<file path="src/rtl/axi_latency_monitor.sv">
// axi_latency_monitor
//   Turns the AR/R-last and AW/B transaction strobes seen around the host-memory
//   AXI master into per-direction latency statistics. Each issued ID is
//   timestamped from a free-running counter. The matching completion then
//   produces latency = (now - stamp) mod 2**TS_WIDTH. That latency feeds the
//   count/sum/min/max statistics and the sticky protocol-error flags.
//
//   Strobe semantics: every tt_* strobe marks one completed handshake in the
//   cycle it is high. The monitor never back-pressures, so there is no ready.
//
//   Parameters: ID_WIDTH (ID width, 2**ID_WIDTH table entries per direction),
//               TS_WIDTH (timestamp width), CNT_WIDTH (counter/sum width,
//               must be >= TS_WIDTH).
//   Ports:      clk, rst (sync, active-high), clear, enable,
//               tt_arvalid/tt_arid, tt_rlast/tt_rid, tt_awvalid/tt_awid,
//               tt_bvalid/tt_bid,
//               rd_/wr_ count, lat_sum, lat_min, lat_max, pending,
//               err_flags {wr_orphan, wr_dup, rd_orphan, rd_dup}, lat_hist.
//   Optional:   ACTION_LAT_HIST_EN adds 8 x 16-bit latency bins per direction.
//               When it is not defined, lat_hist is 0.

module axi_latency_monitor_dir #(
  parameter int ID_WIDTH  = 5,
  parameter int TS_WIDTH  = 16,
  parameter int CNT_WIDTH = 32
) (
  input  logic                 clk,
  input  logic                 rst,
  input  logic                 clear,
  input  logic                 enable,
  input  logic [TS_WIDTH-1:0]  ts,
  input  logic                 issue,
  input  logic [ID_WIDTH-1:0]  issue_id,
  input  logic                 done,
  input  logic [ID_WIDTH-1:0]  done_id,
  output logic [CNT_WIDTH-1:0] count,
  output logic [CNT_WIDTH-1:0] lat_sum,
  output logic [TS_WIDTH-1:0]  lat_min,
  output logic [TS_WIDTH-1:0]  lat_max,
  output logic [ID_WIDTH:0]    pending,
  output logic                 err_dup,
  output logic                 err_orphan,
  output logic [63:0]          hist
);
  localparam int N = 1 << ID_WIDTH;

  logic [N-1:0]          pend;
  logic [TS_WIDTH-1:0]   stamp [N];
  logic                  s1_valid;
  logic [TS_WIDTH-1:0]   s1_lat;
  logic [CNT_WIDTH:0]    sum_ext;

  // A completion is valid only against the pending bit as it was before this
  // cycle. A same-ID re-issue in the completion cycle is a legal reuse, not a duplicate.
  logic done_ok, same_id, is_dup, issue_new;
  assign done_ok   = done && pend[done_id];
  assign same_id   = done_ok && (done_id == issue_id);
  assign is_dup    = issue && pend[issue_id] && !same_id;
  assign issue_new = issue && !is_dup;

  assign sum_ext = {1'b0, lat_sum} + {{(CNT_WIDTH + 1 - TS_WIDTH){1'b0}}, s1_lat};

  always_ff @(posedge clk) begin
    if (rst) begin
      pend    <= '0;
      pending <= '0;
      for (int i = 0; i < N; i++) stamp[i] <= '0;
    end else begin
      if (done_ok) pend[done_id] <= 1'b0;
      // Issue is applied after the clear, so a same-ID issue+completion keeps pend set.
      if (issue) begin
        pend[issue_id]  <= 1'b1;
        stamp[issue_id] <= ts;
      end
      pending <= pending + {{ID_WIDTH{1'b0}}, issue_new} - {{ID_WIDTH{1'b0}}, done_ok};
    end
  end

  // Stage 1: capture latency using the stamp from before this cycle.
  always_ff @(posedge clk) begin
    if (rst) begin
      s1_valid <= 1'b0;
      s1_lat   <= '0;
    end else begin
      s1_valid <= done_ok && enable && !clear;
      s1_lat   <= ts - stamp[done_id];
    end
  end

  // Stage 2: statistics and sticky error flags.
  always_ff @(posedge clk) begin
    if (rst || clear) begin
      count      <= '0;
      lat_sum    <= '0;
      lat_min    <= '1;
      lat_max    <= '0;
      err_dup    <= 1'b0;
      err_orphan <= 1'b0;
    end else begin
      if (s1_valid) begin
        if (count != '1) count <= count + {{(CNT_WIDTH-1){1'b0}}, 1'b1};
        lat_sum <= sum_ext[CNT_WIDTH] ? '1 : sum_ext[CNT_WIDTH-1:0];
        if (s1_lat < lat_min) lat_min <= s1_lat;
        if (s1_lat > lat_max) lat_max <= s1_lat;
      end
      if (is_dup) err_dup <= 1'b1;
      if (done && !done_ok) err_orphan <= 1'b1;
    end
  end

`ifdef ACTION_LAT_HIST_EN
  logic [15:0] bins [8];
  logic [2:0]  bin_sel;
  logic [31:0] lat32;

  assign lat32 = 32'(s1_lat);

  // Bin i (i < 7) collects latencies below 16 << i. Bin 7 takes everything else.
  always_comb begin
    bin_sel = 3'd7;
    for (int i = 6; i >= 0; i--) begin
      if (lat32 < (32'd16 << i)) bin_sel = 3'(i);
    end
  end

  always_ff @(posedge clk) begin
    if (rst || clear) begin
      for (int i = 0; i < 8; i++) bins[i] <= '0;
    end else if (s1_valid && bins[bin_sel] != 16'hFFFF) begin
      bins[bin_sel] <= bins[bin_sel] + 16'd1;
    end
  end

  always_comb begin
    hist = '0;
    for (int i = 0; i < 8; i++) hist[16*i +: 16] = bins[i];
  end
`else
  assign hist = '0;
`endif
endmodule

module axi_latency_monitor #(
  parameter int ID_WIDTH  = 5,
  parameter int TS_WIDTH  = 16,
  parameter int CNT_WIDTH = 32
) (
  input  logic                 clk,
  input  logic                 rst,
  input  logic                 clear,
  input  logic                 enable,
  input  logic                 tt_arvalid,
  input  logic [ID_WIDTH-1:0]  tt_arid,
  input  logic                 tt_rlast,
  input  logic [ID_WIDTH-1:0]  tt_rid,
  input  logic                 tt_awvalid,
  input  logic [ID_WIDTH-1:0]  tt_awid,
  input  logic                 tt_bvalid,
  input  logic [ID_WIDTH-1:0]  tt_bid,
  output logic [CNT_WIDTH-1:0] rd_count,
  output logic [CNT_WIDTH-1:0] rd_lat_sum,
  output logic [TS_WIDTH-1:0]  rd_lat_min,
  output logic [TS_WIDTH-1:0]  rd_lat_max,
  output logic [ID_WIDTH:0]    rd_pending,
  output logic [CNT_WIDTH-1:0] wr_count,
  output logic [CNT_WIDTH-1:0] wr_lat_sum,
  output logic [TS_WIDTH-1:0]  wr_lat_min,
  output logic [TS_WIDTH-1:0]  wr_lat_max,
  output logic [ID_WIDTH:0]    wr_pending,
  output logic [3:0]           err_flags,
  output logic [127:0]         lat_hist
);
  logic [TS_WIDTH-1:0] ts;
  logic rd_dup, rd_orphan, wr_dup, wr_orphan;
  logic [63:0] rd_hist, wr_hist;

  always_ff @(posedge clk) begin
    if (rst) ts <= '0;
    else     ts <= ts + {{(TS_WIDTH-1){1'b0}}, 1'b1};
  end

  axi_latency_monitor_dir #(.ID_WIDTH(ID_WIDTH), .TS_WIDTH(TS_WIDTH), .CNT_WIDTH(CNT_WIDTH)) u_rd (
    .clk(clk), .rst(rst), .clear(clear), .enable(enable), .ts(ts),
    .issue(tt_arvalid), .issue_id(tt_arid), .done(tt_rlast), .done_id(tt_rid),
    .count(rd_count), .lat_sum(rd_lat_sum), .lat_min(rd_lat_min), .lat_max(rd_lat_max),
    .pending(rd_pending), .err_dup(rd_dup), .err_orphan(rd_orphan), .hist(rd_hist)
  );

  axi_latency_monitor_dir #(.ID_WIDTH(ID_WIDTH), .TS_WIDTH(TS_WIDTH), .CNT_WIDTH(CNT_WIDTH)) u_wr (
    .clk(clk), .rst(rst), .clear(clear), .enable(enable), .ts(ts),
    .issue(tt_awvalid), .issue_id(tt_awid), .done(tt_bvalid), .done_id(tt_bid),
    .count(wr_count), .lat_sum(wr_lat_sum), .lat_min(wr_lat_min), .lat_max(wr_lat_max),
    .pending(wr_pending), .err_dup(wr_dup), .err_orphan(wr_orphan), .hist(wr_hist)
  );

  assign err_flags = {wr_orphan, wr_dup, rd_orphan, rd_dup};
  assign lat_hist  = {wr_hist, rd_hist};
endmodule

</file>
<file path="config.mk">
export PLATFORM = sky130hd
export DESIGN_NAME = axi_latency_monitor
export DESIGN_NICKNAME = d
export VERILOG_FILES = /design/src/rtl/axi_latency_monitor.sv
export SDC_FILE = /design/constraint.sdc
export NUM_CORES = 2
export LEC_CHECK = 0
export BUFFER_PORTS_ARGS = -buffer_cell sky130_fd_sc_hd__buf_2
export CAP_MARGIN = 20
export CELL_PAD_IN_SITES_DETAIL_PLACEMENT = 0
export CELL_PAD_IN_SITES_GLOBAL_PLACEMENT = 1
export CORE_MARGIN = 2
export CORE_UTILIZATION = 30
export DETAILED_ROUTE_END_ITERATION = 6
export PLACE_DENSITY = 0.51
export REMOVE_ABC_BUFFERS = 1
export SLEW_MARGIN = 5
export SYNTH_ARGS = -nofsm -noshare
export SYNTH_HDL_FRONTEND = slang
export SYNTH_SLANG_ARGS = --single-unit
export TNS_END_PERCENT = 10
</file>
<file path="constraint.sdc">
create_clock -name clk -period 4 [get_ports clk]
set_input_delay 0 -clock clk [delete_from_list [all_inputs] [get_ports clk]]
set_output_delay 0 -clock clk [all_outputs]
set_load 0.01 [all_outputs]
</file>
==> results.cfg <==
[run]
cap_violations = 0

[timing]
layout_setup_ws_ns = 0.310
period_share = 0.922
tightest_slew_ns = 1.12
skew_ns = 0.0304
final-setup-viol-count = 0
max_freq_mhz = 271
fin_crit_ns = 3.69
fin_hold_ws_ns = 0.0632
drv_slew = 0
hold_viol = 0
finalSetupTns_ns = 0
rsz0062_at_grt = no
slew_headroom = 0.251

[synthesis]
synth_cell_types = 79
ys_ff_latch = 1346
synth_area_per_cell_um2 = 12.6
synth_area_leaders = edfxtp_1 (47%), dfxtp_1 (9.9%), mux4_2 (9.4%)
synthCells = 5174
synth-edff-count = 1024
async_flop_share = 0
ys_seq_area_frac = 0.572
yosys_most_used_dff = edfxtp_1
synth-warning-count = 0
synth_area_um2 = 65000
yosysTopAreaCellShare = 0.473
yosysTopAreaCell = edfxtp_1

[clock_network]
cts_tree = done
clk_latency_ns = 0.81
clk_pin_slew_worst_paths_ns = 0.06
numClockSinks = 1346
ctsResizeCount = 0
cts_root_buf = clkbuf_16
cts_max_level = 4
numCtsBuffers = 156
cts_buffer_depth = 3

[setup_path]
cp.arrival_ns = 4.36
crit_buf_inv = 0
crit_path_start = u_wr.stamp[15][1]
crit_type = reg -> reg
crit_path_cell_trace = mux4_2 > a22oi_1 > and4_1 > ha_1 > nor2b_1 > o31a_1 > o21ai_0 > o21ai_0 > o221ai_1 > o21ai_0 > xnor2_1 > nor2_1
cpPeakStageDelay_ns = 0.61
cp-start-kind = flop
critPathTopFamily = compound AO/OA/AOI/OAI gates
path_max_fanout = 3
critPathSlowestCell = a22oi_1
critPathRequiredTime_ns = 4.67
endpoint_kind = flop
reg2reg_from = u_wr.stamp[15][1]
cpMostUsedCell = o21ai_0

[pwr]
ir_drop_mv = 0.336
combPwrFrac = 0.092
switchingPower_mw = 8.10
power.density_nw_per_um2 = 434
p_seq_frac = 0.480
switching_share = 0.247
p_leak_nw = 28.1
finalPower_mw = 32.8
clockPowerShare = 0.428
p_int_mw = 24.7

[placed_design]
dp_slack_ns = 0.147
io_buffers = 235
gp_congestion = 0.821
dpl.hpwl_um = 149000
dpl.cell_count = 8143
postPlaceCellArea_um2 = 70400

[global_routing]
grt_max_degree = 78
overflow = 0
antenna_found_initial = 26
track_usage = 0.194
grt_pass1_wl_um = 316000
grt_pass1_vias = 42244

[final_layout]
syn2layout_area_growth_pct = 16.3
final_util = 0.352
final_design_area_no_fill_um2 = 75600
instances_no_fill = 8470
filler_cell_count = 21001
final_cell_mix = edfxtp_1 (1024), and2_1 (844), buf_4 (322)
nNetsFinal = 5670
layout-drive-gt1-share = 0.204
layout_commonest_cell = edfxtp_1

[floorplan]
placement_rows = 170
io_pins = 364
dieHeight_um = 470
fp.coreArea_um2 = 215000
start_util = 0.302
die_x_um = 470
die-area_um2 = 220000

[worst_hold_path]
hp-class = in -> reg
holdCritStartpoint = tt_arid[0]

[route]
drt_pass1_iterations = 5
drcViolationCount = 0
via_per_inst = 5.03
detail_route.iter0.violations = 3530
postRouteAntennaNets = 0
vias = 42602
wl_per_cell_um = 25.7
totalWireLength_um = 217000

[status]
status = complete, no violations
power groups by stage:
stage | combinational [mW] | clock [mW] | sequential [mW]
floorplan | 1.63 | 0 | 16.0
detailed placement | 3.00 | 0 | 16.1
finish | 3.01 | 14.0 | 15.8
global route | 3.26 | 14.9 | 15.8
CTS | 3.03 | 14.4 | 15.8
global placement | 2.99 | 0 | 16.1
layout make-up:
| type | instances | area [um^2] | share of cell area |
|---|---|---|---|
| Clock inverter | 78 | 588 | 0.00778 |
| Multi-Input combinational cell | 3280 | 25200 | 0.333 |
| Tap cell | 2838 | 3550 | 0.0470 |
| Antenna cell | 8 | 20.0 | 0.000265 |
| Clock buffer | 207 | 4320 | 0.0571 |
| Inverter | 105 | 397 | 0.00524 |
| Sequential cell | 1346 | 37200 | 0.492 |
| Timing Repair Buffer | 608 | 4330 | 0.0572 |
logic make-up (layout without fill, tap and decap cells):
family / after synthesis / after routing / share of synthesized area
other: 1 / 136 / 0.0000577
adders and majority gates: 145 / 145 / 0.0286
xor gates and xnor gates: 149 / 149 / 0.0201
AOI/OAI and AO/OA: 717 / 717 / 0.0707
buffers and inverters: 675 / 998 / 0.0483
muxes: 325 / 325 / 0.103
DFF: 1346 / 1346 / 0.572
and+or+nand+nor: 1816 / 1816 / 0.157
timing repair:
| item | CTS | global route |
|---|---|---|
| buffers inserted | 0 | 0 |
| hold buffers | 33 | 0 |
| hold endpoints to repair | 298 | 0 |
synthesized netlist by cell type, drive strengths merged (36+ instances only):
library cell and number:
and2 846, nand4 36, and4 47, a21o 37, mux2i 48, a22oi 130, a21oi 107, clkbuf 348
buf 222, a31oi 44, ha 139, mux4 274, nor2 241, dfxtp 322, edfxtp 1024, nor3 241
o21ai 222, o211ai 69, and3 43, xnor2 64, nand2 164, nand3 78, xor2 85, inv 104
state kept, by name (all words and copies together) (netlist names):
register / cells
u_wr.pend: 32
u_wr.s1_valid: 1
u_rd.lat_min: 16
u_wr.lat_min: 16
u_wr.lat_max: 16
u_wr.pending: 6
u_wr.err_dup: 1
u_rd.stamp: 512
u_wr.s1_lat: 16
u_wr.lat_sum: 32
u_rd.lat_sum: 32
u_wr.stamp: 512
u_rd.err_dup: 1
u_rd.pending: 6
u_rd.s1_lat: 16
u_rd.err_orphan: 1
u_rd.s1_valid: 1
u_rd.lat_max: 16
u_wr.err_orphan: 1
ts: 16
u_wr.count: 32
u_rd.pend: 32
u_rd.count: 32
final timing paths:
check / end / cells after the start / slack (ns)
worst max-delay path: u_wr.s1_lat[13] / 12 / 0.31
worst min-delay path: u_rd.stamp[19][9] / 3 / 0.06
worst max register to register: u_wr.s1_lat[13] / 12 / 0.31
worst min register to register: ts[0] / 1 / 0.47
per-layer routing:
metal,global-route usage,vias up,share of wire
met5,0,-,0.000046
met4,0.0402,2,0.016
met3,0.0320,230,0.056
met2,0.303,1211,0.45
met1,0.284,21744,0.48
li1,-,19415,-
worst register-to-register path, delay by kind of cell (launching register included):
kind,cells,cell delay [ns]
compound gates,6,1.76
xor+xnor,1,0.18
fa+ha+maj,1,0.24
flops,1,0.36
mux,1,0.47
simple gates,3,0.56
No activity file was read; power rests on OpenSTA's default activity.
